### config.mk
export PLATFORM = sky130hd
export DESIGN_NAME = commit_trace_monitor
export DESIGN_NICKNAME = d
export VERILOG_FILES = /design/src/rtl/commit_trace_monitor.sv
export SDC_FILE = /design/constraint.sdc
export NUM_CORES = 1
export LEC_CHECK = 0
export ABC_AREA = 0
export CORE_UTILIZATION = 40
export CTS_BUF_LIST = sky130_fd_sc_hd__clkbuf_8 sky130_fd_sc_hd__clkbuf_16
export DETAILED_ROUTE_END_ITERATION = 7
export DONT_BUFFER_PORTS = 1
export SYNTH_ARGS = -nofsm -noshare
export SYNTH_HDL_FRONTEND = slang
export SYNTH_SLANG_ARGS = --single-unit
export TNS_END_PERCENT = 10
### constraint.sdc
create_clock -name clk -period 10.6 [get_ports clk]
set_input_delay 2.12 -clock clk [delete_from_list [all_inputs] [get_ports clk]]
set_output_delay 2.12 -clock clk [all_outputs]
set_load 0.05 [all_outputs]
### src/rtl/commit_trace_monitor.sv
// commit_trace_monitor: classifies retiring instructions into a FWFT trace FIFO and tracks run/halt/watchdog state
module commit_trace_monitor #(
  parameter int DATA_W = 16,
  parameter int REG_W = 4,
  parameter int CNT_W = 32,
  parameter int DEPTH = 16,
  parameter int CYCLE_LIMIT = 100000
) (
  input  logic              clk,
  input  logic              rst,
  input  logic              commit_valid,
  input  logic [DATA_W-1:0] pc,
  input  logic              regwrite,
  input  logic [REG_W-1:0]  wreg,
  input  logic [DATA_W-1:0] wdata,
  input  logic              memread,
  input  logic              memwrite,
  input  logic [DATA_W-1:0] maddr,
  input  logic [DATA_W-1:0] mdata,
  input  logic              halt,
  output logic              rec_valid,
  input  logic              rec_ready,
  output logic [2:0]        rec_kind,
  output logic [CNT_W-1:0]  rec_inum,
  output logic [DATA_W-1:0] rec_pc,
  output logic [REG_W-1:0]  rec_reg,
  output logic [DATA_W-1:0] rec_value,
  output logic [DATA_W-1:0] rec_addr,
  output logic [CNT_W-1:0]  inst_count,
  output logic [CNT_W-1:0]  cycle_count,
  output logic [CNT_W-1:0]  drop_count,
  output logic              overflow,
  output logic              done,
  output logic              timeout
);
  typedef enum logic [1:0] {RUN, DRAIN, DONE, TIMEOUT} state_t;
  localparam int PW = $clog2(DEPTH);
  localparam int REC_W = 3 + CNT_W + REG_W + 3 * DATA_W;
  state_t state;
  logic [PW:0] wr_ptr, rd_ptr, wr_nxt, rd_nxt;
  logic [REC_W-1:0] mem [DEPTH];
  logic [REC_W-1:0] rec, head;
  logic [2:0] kind;
  logic [REG_W-1:0] reg_in;
  logic [DATA_W-1:0] value_in, addr_in;
  logic capture, empty, full, pop, push, drop, has_reg;
  always_comb begin
    capture = state == RUN && commit_valid;
    empty = wr_ptr == rd_ptr;
    full = wr_ptr == {~rd_ptr[PW], rd_ptr[PW-1:0]};
    pop = !empty && rec_ready;
    push = capture && (!full || pop);
    drop = capture && full && !pop;
    wr_nxt = wr_ptr + {{PW{1'b0}}, push};
    rd_nxt = rd_ptr + {{PW{1'b0}}, pop};
    kind = regwrite && memread ? 3'd2 : regwrite ? 3'd1 : halt ? 3'd4 : memwrite ? 3'd3 : 3'd0;
    has_reg = kind == 3'd1 || kind == 3'd2;
    reg_in = has_reg ? wreg : '0;
    value_in = has_reg ? wdata : kind == 3'd3 ? mdata : '0;
    addr_in = kind == 3'd2 || kind == 3'd3 ? maddr : '0;
    rec = {kind, inst_count, pc, reg_in, value_in, addr_in};
    head = empty ? '0 : mem[rd_ptr[PW-1:0]];
    rec_valid = !empty;
    {rec_kind, rec_inum, rec_pc, rec_reg, rec_value, rec_addr} = head;
  end
  always_ff @(posedge clk)
    if (push) mem[wr_ptr[PW-1:0]] <= rec;
  always_ff @(posedge clk) begin
    if (rst) begin
      state <= RUN;
      wr_ptr <= '0;
      rd_ptr <= '0;
      inst_count <= '0;
      cycle_count <= '0;
      drop_count <= '0;
      overflow <= 1'b0;
      done <= 1'b0;
      timeout <= 1'b0;
    end else begin
      wr_ptr <= wr_nxt;
      rd_ptr <= rd_nxt;
      if (capture && ~&inst_count) inst_count <= inst_count + CNT_W'(1);
      if (state == RUN && ~&cycle_count) cycle_count <= cycle_count + CNT_W'(1);
      if (drop && ~&drop_count) drop_count <= drop_count + CNT_W'(1);
      if (drop) overflow <= 1'b1;
      if (capture && halt) state <= DRAIN;
      else if (state == RUN && cycle_count == CNT_W'(CYCLE_LIMIT - 1)) begin
        state <= TIMEOUT;
        timeout <= 1'b1;
      end else if (state == DRAIN && wr_nxt == rd_nxt) begin
        state <= DONE;
        done <= 1'b1;
      end
    end
  end
endmodule

; After elaboration in Yosys (flattened, before gate mapping)
; Memories as Yosys holds them, arrays and structs flattened. A register that Yosys moved wholly into a read port is not among the register bits.
; Cells that the tools add are included.
; W data, S select, Z words.
[op_classes]
n_eq_ne = 8
reduce_logical = 30
mux = 15
add_sub_neg = 5
bitwise = 3
[op_table]
columns = op, count
row1 = $add A32 B1 Y32 const B, 3
row2 = $reduce_and A32 Y1, 3
row3 = $mux W87, 1
row4 = $mux W16, 3
row5 = $eq A32 B17 Y1 const B, 1
row6 = $eq A5 B5 Y1, 3
row7 = $logic_and A1 B1 Y1, 12
row8 = $add A5 B1 Y5, 2
row9 = $mux W3, 3
row10 = $mux W4, 2
row11 = $eq A3 B2 Y1 const B, 2
row12 = $logic_not A1 Y1, 6
row13 = $mux W2, 3
row14 = $eq A3 B1 Y1 const B, 1
row15 = $logic_or A1 B1 Y1, 3
row16 = $mux W1, 3
row17 = $not A1 Y1, 3
row18 = $reduce_and A3 Y1, 1
row19 = $reduce_bool A3 Y1, 1
row20 = $eq A2 B1 Y1 const B, 1
row21 = $logic_not A2 Y1, 1
row22 = $reduce_and A2 Y1, 1
row23 = $reduce_bool A2 Y1, 1
row24 = $reduce_or A2 Y1, 1
[word_totals]
elab_cells = 72
reg_bits = 111
mem_bits_rw = 1392
n_memories = 1
output_inout_bits = 187
in_bits = 76
[memory_table]
columns = name, words, word_bits, read_ports, rd_clocked_by_memory_dff, write_ports, line_no
row1 = mem, 16, 87, 1, 1, 1, 41  ; logic [REC_W-1:0] mem [DEPTH];

; Depth between registers and ports, before layout
; Gate-level depths: netlist of the first run.
[depth]
word_depth = 11
ltp_mapped = 15

; Least setup slack after synthesis of the first run
; OpenSTA, ideal clock, no wires.
[synth_path]
path_kind = input-to-reg
startpoint = input port commit_valid
endpoint = memory mem[0][0] in the netlist's numbering, enable pin
slack_ns = 0.500
arrival_time_ns = 9.443
cell_stages = 4
path_buffers = 0
required_time_ns = 9.943
cell_sequence = or3b_1 a21oi_1 nor3b_1 nor3b_1
[synth_between]
elab_chain_len = 4
[synth_lines]
columns = element, line_no
row1 = "start, declared", 11  ; input logic commit_valid,
row2 = $logic_and A1 B1 Y1, 48  ; capture = state == RUN && commit_valid;
row3 = $logic_and A1 B1 Y1, 52  ; push = capture && (!full || pop);
row4 = $mux W1, 67  ; if (push) mem[wr_ptr[PW-1:0]] <= rec;
row5 = $mux W1 (not written as such), 67
row6 = "end, declared", 41
; Every way passes these cells.

; Worst setup path in the final report of the first run
[layout_path]
startpoint = register rd_ptr[0]
endpoint = output port rec_pc[13]
[layout_between]
elab_chain_len = 2
[layout_lines]
columns = element, line_no
row1 = "start, declared", 40  ; logic [PW:0] wr_ptr, rd_ptr, wr_nxt, rd_nxt;
row2 = "start signal, assigned", 81  ; rd_ptr <= rd_nxt;
row3 = $eq A5 B5 Y1, 49  ; empty = wr_ptr == rd_ptr;
row4 = $mux W87, 62  ; head = empty ? '0 : mem[rd_ptr[PW-1:0]];
row5 = "end, declared", 25  ; output logic [DATA_W-1:0] rec_pc,
; Every way passes these cells.

==> results of run 1 <==
[report_power, final]
part	internal [mW]	total (mW)	switching (mW)
Clock	3.07	5.37	2.31
Combinational	1.18	3.18	1.99
Sequential	6.63	6.76	0.123
[area by class of cell]
| type | count | area, µm² |
|---|---|---|
| Clock inverter | 126 | 1030 |
| Sequential cell | 1503 | 44000 |
| Antenna cell | 2 | 5.00 |
| Inverter | 9 | 33.8 |
| Fill cell | 11900 | 78000 |
| Tap cell | 1903 | 2380 |
| Timing Repair Buffer | 85 | 746 |
| Clock buffer | 166 | 4100 |
| Multi-Input combinational cell | 1066 | 13900 |
[worst max-delay path, delay by kind of cell, from the launching register on]
| family | cells | cell delay, ns |
|---|---|---|
| multiplexers | 2 | 0.63 |
| buffers and inverters | 2 | 1.72 |
| AND/OR/NAND/NOR | 1 | 0.85 |
| flip-flops | 1 | 0.74 |
[logic make-up (layout without fill, tap and decap cells)]
family	count (synthesis)	count (layout)	synth area share, %
muxes	437	437	16.8
other	0	2	0
DFF	1503	1503	75.4
buffers and inverters	144	386	1.06
and+or+nand+nor	469	469	4.41
adders and majority gates	7	7	0.150
xor gates and xnor gates	94	94	1.42
AOI/OAI and AO/OA	59	59	0.705
[cell usage in the layout (no fill, tap or decap), types with 10 or more instances in the layout]
master,netlist,routed
edfxtp_1,1392,1392
mux4_2,435,435
clkbuf_16,0,161
nor2_1,117,108
dfxtp_1,111,107
nor2b_1,98,92
buf_4,3,76
xor2_1,60,60
nand3_1,52,52
inv_1,9,41
nand2_1,39,39
nand4_1,34,34
xnor2_1,33,33
clkinv_1,0,31
clkinv_2,0,30
and2_1,26,26
a21oi_1,17,17
nor3_1,20,17
a22o_1,16,16
or3_1,16,16
nor4_1,15,15
o21ai_0,14,14
and4_1,11,11
bufinv_16,0,10
[worst min path at each step]
stage | to | slack, ns | startpoint | cells past startpoint
2_1_floorplan | rd_ptr[4] | 0.53 | rd_ptr[4] | 2
3_3_place_gp | inst_count[31] | 0.54 | inst_count[31] | 2
3_5_place_dp | mem[3][79] | 0.55 | inst_count[27] | 0
4_1_cts | mem[2][79] | 0.55 | inst_count[27] | 0
5_1_grt | mem[2][79] | 0.56 | inst_count[27] | 0
6_report | mem[2][79] | 0.53 | inst_count[27] | 0
[sequential cells by signal (all words and copies together) (netlist names)]
name and count:
wr_ptr 5, timeout 1, mem 1392, done 1, inst_count 32, overflow 1
drop_count 32, rd_ptr 5, state 2, cycle_count 32
[routing by layer]
metal	wire length [µm]	GRT usage (%)	part of all wire [%]	vias up
met5	35	0	0.025	-
li1	-	-	-	11500
met2	69100	31.1	49	957
met3	10800	5.01	7.7	207
met1	56900	25.2	41	14900
met4	3060	5.18	2.2	6
==> key figures, run 1 <==
Setup path
  – CP endpoint: rec_pc[13]
  – WP data arrival: 4.80 ns
  – Max stage delay cell, worst path: buf_4
  – Worst EP required: 8.48 ns
  – Critical Path, Cell by Cell: buf_4 -> buf_4 -> mux4_2 -> mux4_2 -> nor2b_1
  – Largest stage delay, worst path: 0.87 ns
  – FF-to-FF setup slack: 5.84 ns
  – Critical Path Start: rd_ptr[0]
  – R2R cell count: 11
  – Reg2reg start: rd_ptr[3]
  – Critical-path maximum fanout: 49
  – CP Capture Type: output port
  – Element type at the critical path start: register
  – Setup CP Type: reg2out
  – R2r endpoint: state[1]

Place
  – Hpwl dp: 73100 µm
  – PortBufs: 0
  – Routability cong.: 0.810
  – Post-place setup slack: 4.27 ns
  – Dpl cell area: 0.0611 mm²
  – Post-placement cell count: 4566

Yosys
  – Avg Inst Size Synth: 21.5 µm²
  – Ys flop type: edfxtp_1
  – Synth area leaders: edfxtp_1 (72%), mux4_2 (17%), dfxtp_1 (3.8%)
  – #FFs+latches synth: 1503
  – EDFF count, synth: 1392
  – Mapped cell area: 0.0584 mm²
  – Register area share after synthesis: 75.4%
  – Synth unique cells: 56
  – Yosys top cell by area: edfxtp_1
  – Synth warn: 0
  – Syn_nets: 2796
  – Share of synthesized flip-flops with an asynchronous set or reset: 0%
  – Most instantiated cells after synthesis: edfxtp_1 (1392), mux4_2 (435), nor2_1 (117), dfxtp_1 (111), nor2b_1 (98)
  – Most frequent cell after synthesis: edfxtp_1
  – Yosys top cell area share: 71.6%
  – Gate Count Post-Synth: 2713

Job
  – Max Cap Viol: 0

Detailed routing
  – DRC: 0
  – Routed len/inst: 28.8 µm
  – Antenna Nets Post-Route: 0
  – WL final: 140000 µm
  – Vias per inst: 5.68
  – 1st-pass router iterations: 5
  – Initial detailed-routing violation count: 2460
  – Total number of vias: 27600

Clocking
  – Worst-Skew Late Latency: 0.77 ns
  – Clock Path Buffers: 3
  – Root Driver: clkbuf_16
  – CTS Sinks: 1503
  – Htree depth: 4
  – Post-CTS Hold Buffers: 0
  – Post-CTS setup buffers: 0
  – CTS tree: built
  – Post-CTS resize count: 0
  – Worst-path clk slew: 0.06 ns
  – TritonCTS buffer count: 159

Final layout
  – Final Non-Filler Cells: 4860
  – Design Area, Final: 0.0662 mm²
  – Final Util: 45.9%
  – Fin nets: 2907
  – Area Overhead vs Synth: 13.4%
  – Layout cell share with drive strength beyond 1: 26.9%

Pwr
  – Pwr per Cell Area: 231 mW/mm²
  – Leakage: 20.4 nW
  – Overall power: 15.3 mW
  – Peak VDD IR: 190 µV

Timing
  – Relative slew slack: 4.83%
  – RSZ-0062 raised after global routing: no
  – F_max: 145 MHz
  – Final WS setup: 3.68 ns
  – Final cycle utilization of the critical path: 65.3%
  – WHS: 0.529 ns
  – Setup TNS: 0 ns
  – Post-layout min period: 6.92 ns
  – Setup violators final: 0
  – Slew Limit Fails: 0
  – Clk_skew: 0.0430 ns
  – Final Hold Fails: 0
  – Slew @ Worst Pin: 1.42 ns

Run status
  – Outcome: complete, no violations

Floorplan
  – # rows: 139
  – Initial Util: 40.5%
  – I/O pin total: 263
  – Die H: 384 µm
  – Core area: 0.144 mm²
  – Horiz. Die Dim: 384 µm
  – Die area: 0.147 mm²

Global route
  – Initial antenna violation count: 12
  – Aggregate global-route resource usage: 19.1%
  – Total grt overflow: 0
  – Global-route wire length before repair: 202000 µm
  – Vias in the first global route: 29000
  – Pin count of the biggest net entering global routing: 157

Worst hold path
  – Worst Hold Class: reg2reg
No activity file was read; power rests on OpenSTA's default activity.
==> run 2, diff against run 1 <==
Clock period 10.6 ns to 6.65 ns, I/O delays scaled along.
==> key figures, run 2 (synthesis gave the netlist of run 1 again) <==
Timing
  – RSZ-0062 raised after global routing: no (unchanged)
  – Final cycle utilization of the critical path: 81.1%
  – WHS: 0.577 ns (was 0.529 ns)
  – Clk_skew: 0.0560 ns (was 0.0430 ns)
  – Final WS setup: 1.25 ns (was 3.68 ns)
  – F_max: 185 MHz
  – Relative slew slack: 10.6% (was 4.83%)
  – Slew Limit Fails: 0 (unchanged)
  – Final Hold Fails: 0 (unchanged)
  – Setup violators final: 0 (unchanged)
  – Post-layout min period: 5.40 ns
  – Slew @ Worst Pin: 1.34 ns (was 1.42 ns)

Global route
  – Total grt overflow: 0 (unchanged)
  – Global-route wire length before repair: 200000 µm (was 202000 µm)
  – Vias in the first global route: 29400 (was 29000)
  – Pin count of the biggest net entering global routing: 181 (was 157)
  – Initial antenna violation count: 15 (was 12)
  – Aggregate global-route resource usage: 18.9% (was 19.1%)

Clocking
  – Post-CTS Hold Buffers: 0 (unchanged)
  – CTS Sinks: 1503 (unchanged)
  – CTS tree: built (unchanged)
  – Root Driver: clkbuf_16 (unchanged)
  – Worst-path clk slew: 0.05 ns (was 0.06 ns)
  – TritonCTS buffer count: 157 (was 159)
  – Worst-Skew Late Latency: 0.80 ns (was 0.77 ns)
  – Post-CTS resize count: 0 (unchanged)
  – Post-CTS setup buffers: 0 (unchanged)
  – Clock Path Buffers: 3 (unchanged)
  – Htree depth: 4 (unchanged)

Final layout
  – Fin nets: 2913 (was 2907)
  – Commonest non-fill, non-tap cell in the layout: edfxtp_1 (unchanged)
  – Multi-input logic area: 0.0139 mm² (about the same)
  – Final Non-Filler Cells: 4863 (was 4860)
  – Number of flip-flops in the largest register: 1392 (unchanged)
  – Storage element area: 0.0440 mm² (unchanged)
  – Layout fillers: 11800 (was 11900)
  – Area Overhead vs Synth: 13.7% (was 13.4%)
  – Layout cell share with drive strength beyond 1: 26.8% (was 26.9%)
  – Most frequent cells in the layout: edfxtp_1 (1392), mux4_2 (435), clkbuf_16 (157), nor2_1 (108), dfxtp_1 (107) (was edfxtp_1 (1392), mux4_2 (435), clkbuf_16 (161), nor2_1 (108), dfxtp_1 (107))

Detailed routing
  – 1st-pass router iterations: 5 (unchanged)
  – WL final: 138000 µm (was 140000 µm)
  – M1 WL: 55900 µm (was 56900 µm)
  – Metal3 WL: 10900 µm (was 10800 µm)
  – DRC: 0 (unchanged)
  – Vias per inst: 5.62 (was 5.68)
  – Initial detailed-routing violation count: 2156 (was 2460)
  – Total number of vias: 27300 (was 27600)
  – Antenna Nets Post-Route: 0 (unchanged)
  – Top layer in use: met5 (unchanged)
  – Routed len/inst: 28.4 µm (was 28.8 µm)
  – Met2 WL: 68600 µm (was 69100 µm)

Worst hold path
  – Min-delay src: rd_ptr[4] (was inst_count[27])
  – Worst Hold Depth: 2 (was 0)
  – Worst Hold Class: reg2reg (unchanged)
  – Hold Path Sink: rd_ptr[4] (was mem[2][79])

Setup path
  – Worst EP required: 5.32 ns (was 8.48 ns)
  – Setup CP Type: reg2out (unchanged)
  – FF-to-FF setup slack: 2.18 ns (was 5.84 ns)
  – R2r endpoint: state[1] (unchanged)
  – Element type at the critical path start: register (unchanged)
  – Critical-path maximum fanout: 49 (unchanged)
  – Reg2reg start: rd_ptr[0] (was rd_ptr[3])
  – WP data arrival: 4.07 ns (was 4.80 ns)
  – R2R cell count: 11 (unchanged)
  – CP Capture Type: output port (unchanged)

Place
  – PortBufs: 0 (unchanged)
  – Routability cong.: 0.802 (was 0.810)
  – Post-place setup slack: 1.92 ns (was 4.27 ns)
  – Hpwl dp: 70200 µm (was 73100 µm)
  – Post-placement cell count: 4574 (was 4566)

Pwr
  – Leakage: 20.4 nW (about the same)
  – Pwr per Cell Area: 369 mW/mm² (was 231 mW/mm²)
  – Peak VDD IR: 418 µV (was 190 µV)

Floorplan
  – Horiz. Die Dim: 384 µm (unchanged)
  – I/O pin total: 263 (unchanged)
  – # rows: 139 (unchanged)
  – Initial Util: 40.5% (unchanged)
  – Core area: 0.144 mm² (unchanged)
  – Die area: 0.147 mm² (unchanged)
  – Die H: 384 µm (unchanged)

Run status
  – Outcome: complete, no violations (unchanged)

Job
  – Max Cap Viol: 0 (unchanged)
==> run 2: changes by cell type in the layout (fill, tap and decap cells not counted), sizes merged <==
cell and delta:
clkbuf -9, buf +8, bufinv +6, inv -3, diode +2, clkinv -1
==> run 2: routing by layer <==
layer	GRT usage [%]	vias to the layer above
met5	0	-
met1	24.4	14800
met3	5.79	201
met4	4.88	10
li1	-	11500
met2	31.1	853
==> run 2: final cells by class <==
| type | count | area share (%) |
|---|---|---|
| multi-input combinational | 1066 | 20.9 |
| clock buffer | 157 | 5.92 |
| tap | 1903 | 3.59 |
| clock inverter | 128 | 1.91 |
| inverter | 9 | 0.0509 |
| sequential | 1503 | 66.3 |
| antenna | 4 | 0.0151 |
| timing repair buffer | 93 | 1.30 |
==> run 2: per-stage QoR <==
stage	power [mW]	util, %	area (µm²)	setup TNS, ns
after floorplan	15.0	-	58400	-557.88
after global placement	16.0	42.4	61200	0
after detailed placement	16.1	42.4	61200	0
after CTS	24.8	46.0	66400	0
after global routing	25.4	46.0	66400	0
final	24.5	46.0	66400	0
==> run 2: power breakdown <==
| part | switching [mW] | internal, mW |
|---|---|---|
| registers | 0.199 | 10.6 |
| clock network | 3.70 | 4.98 |
| logic | 3.12 | 1.89 |
| total | 7.02 | 17.4 |
==> run 2: how the worst max path moves through the flow <==
stage	startpoint	end	slack (ns)	cells after the start
floorplan	commit_valid	mem[12][0]	-2.07	4
global placement	rd_ptr[0]	rec_reg[3]	2.00	5
global route	rd_ptr[0]	rec_reg[2]	0.96	5
CTS	rd_ptr[0]	rec_value[15]	1.11	5
finish	rd_ptr[0]	rec_value[15]	1.25	5
detailed placement	rd_ptr[0]	rec_value[15]	1.92	5
==> run 2: critical path, cell delays in order (launching register included) <==
cell and delay (ns):
dfxtp_4 0.79, xor2_1 0.21, nor4_4 0.62, and2_4 0.89, buf_4 0.42, nor2b_1 0.28
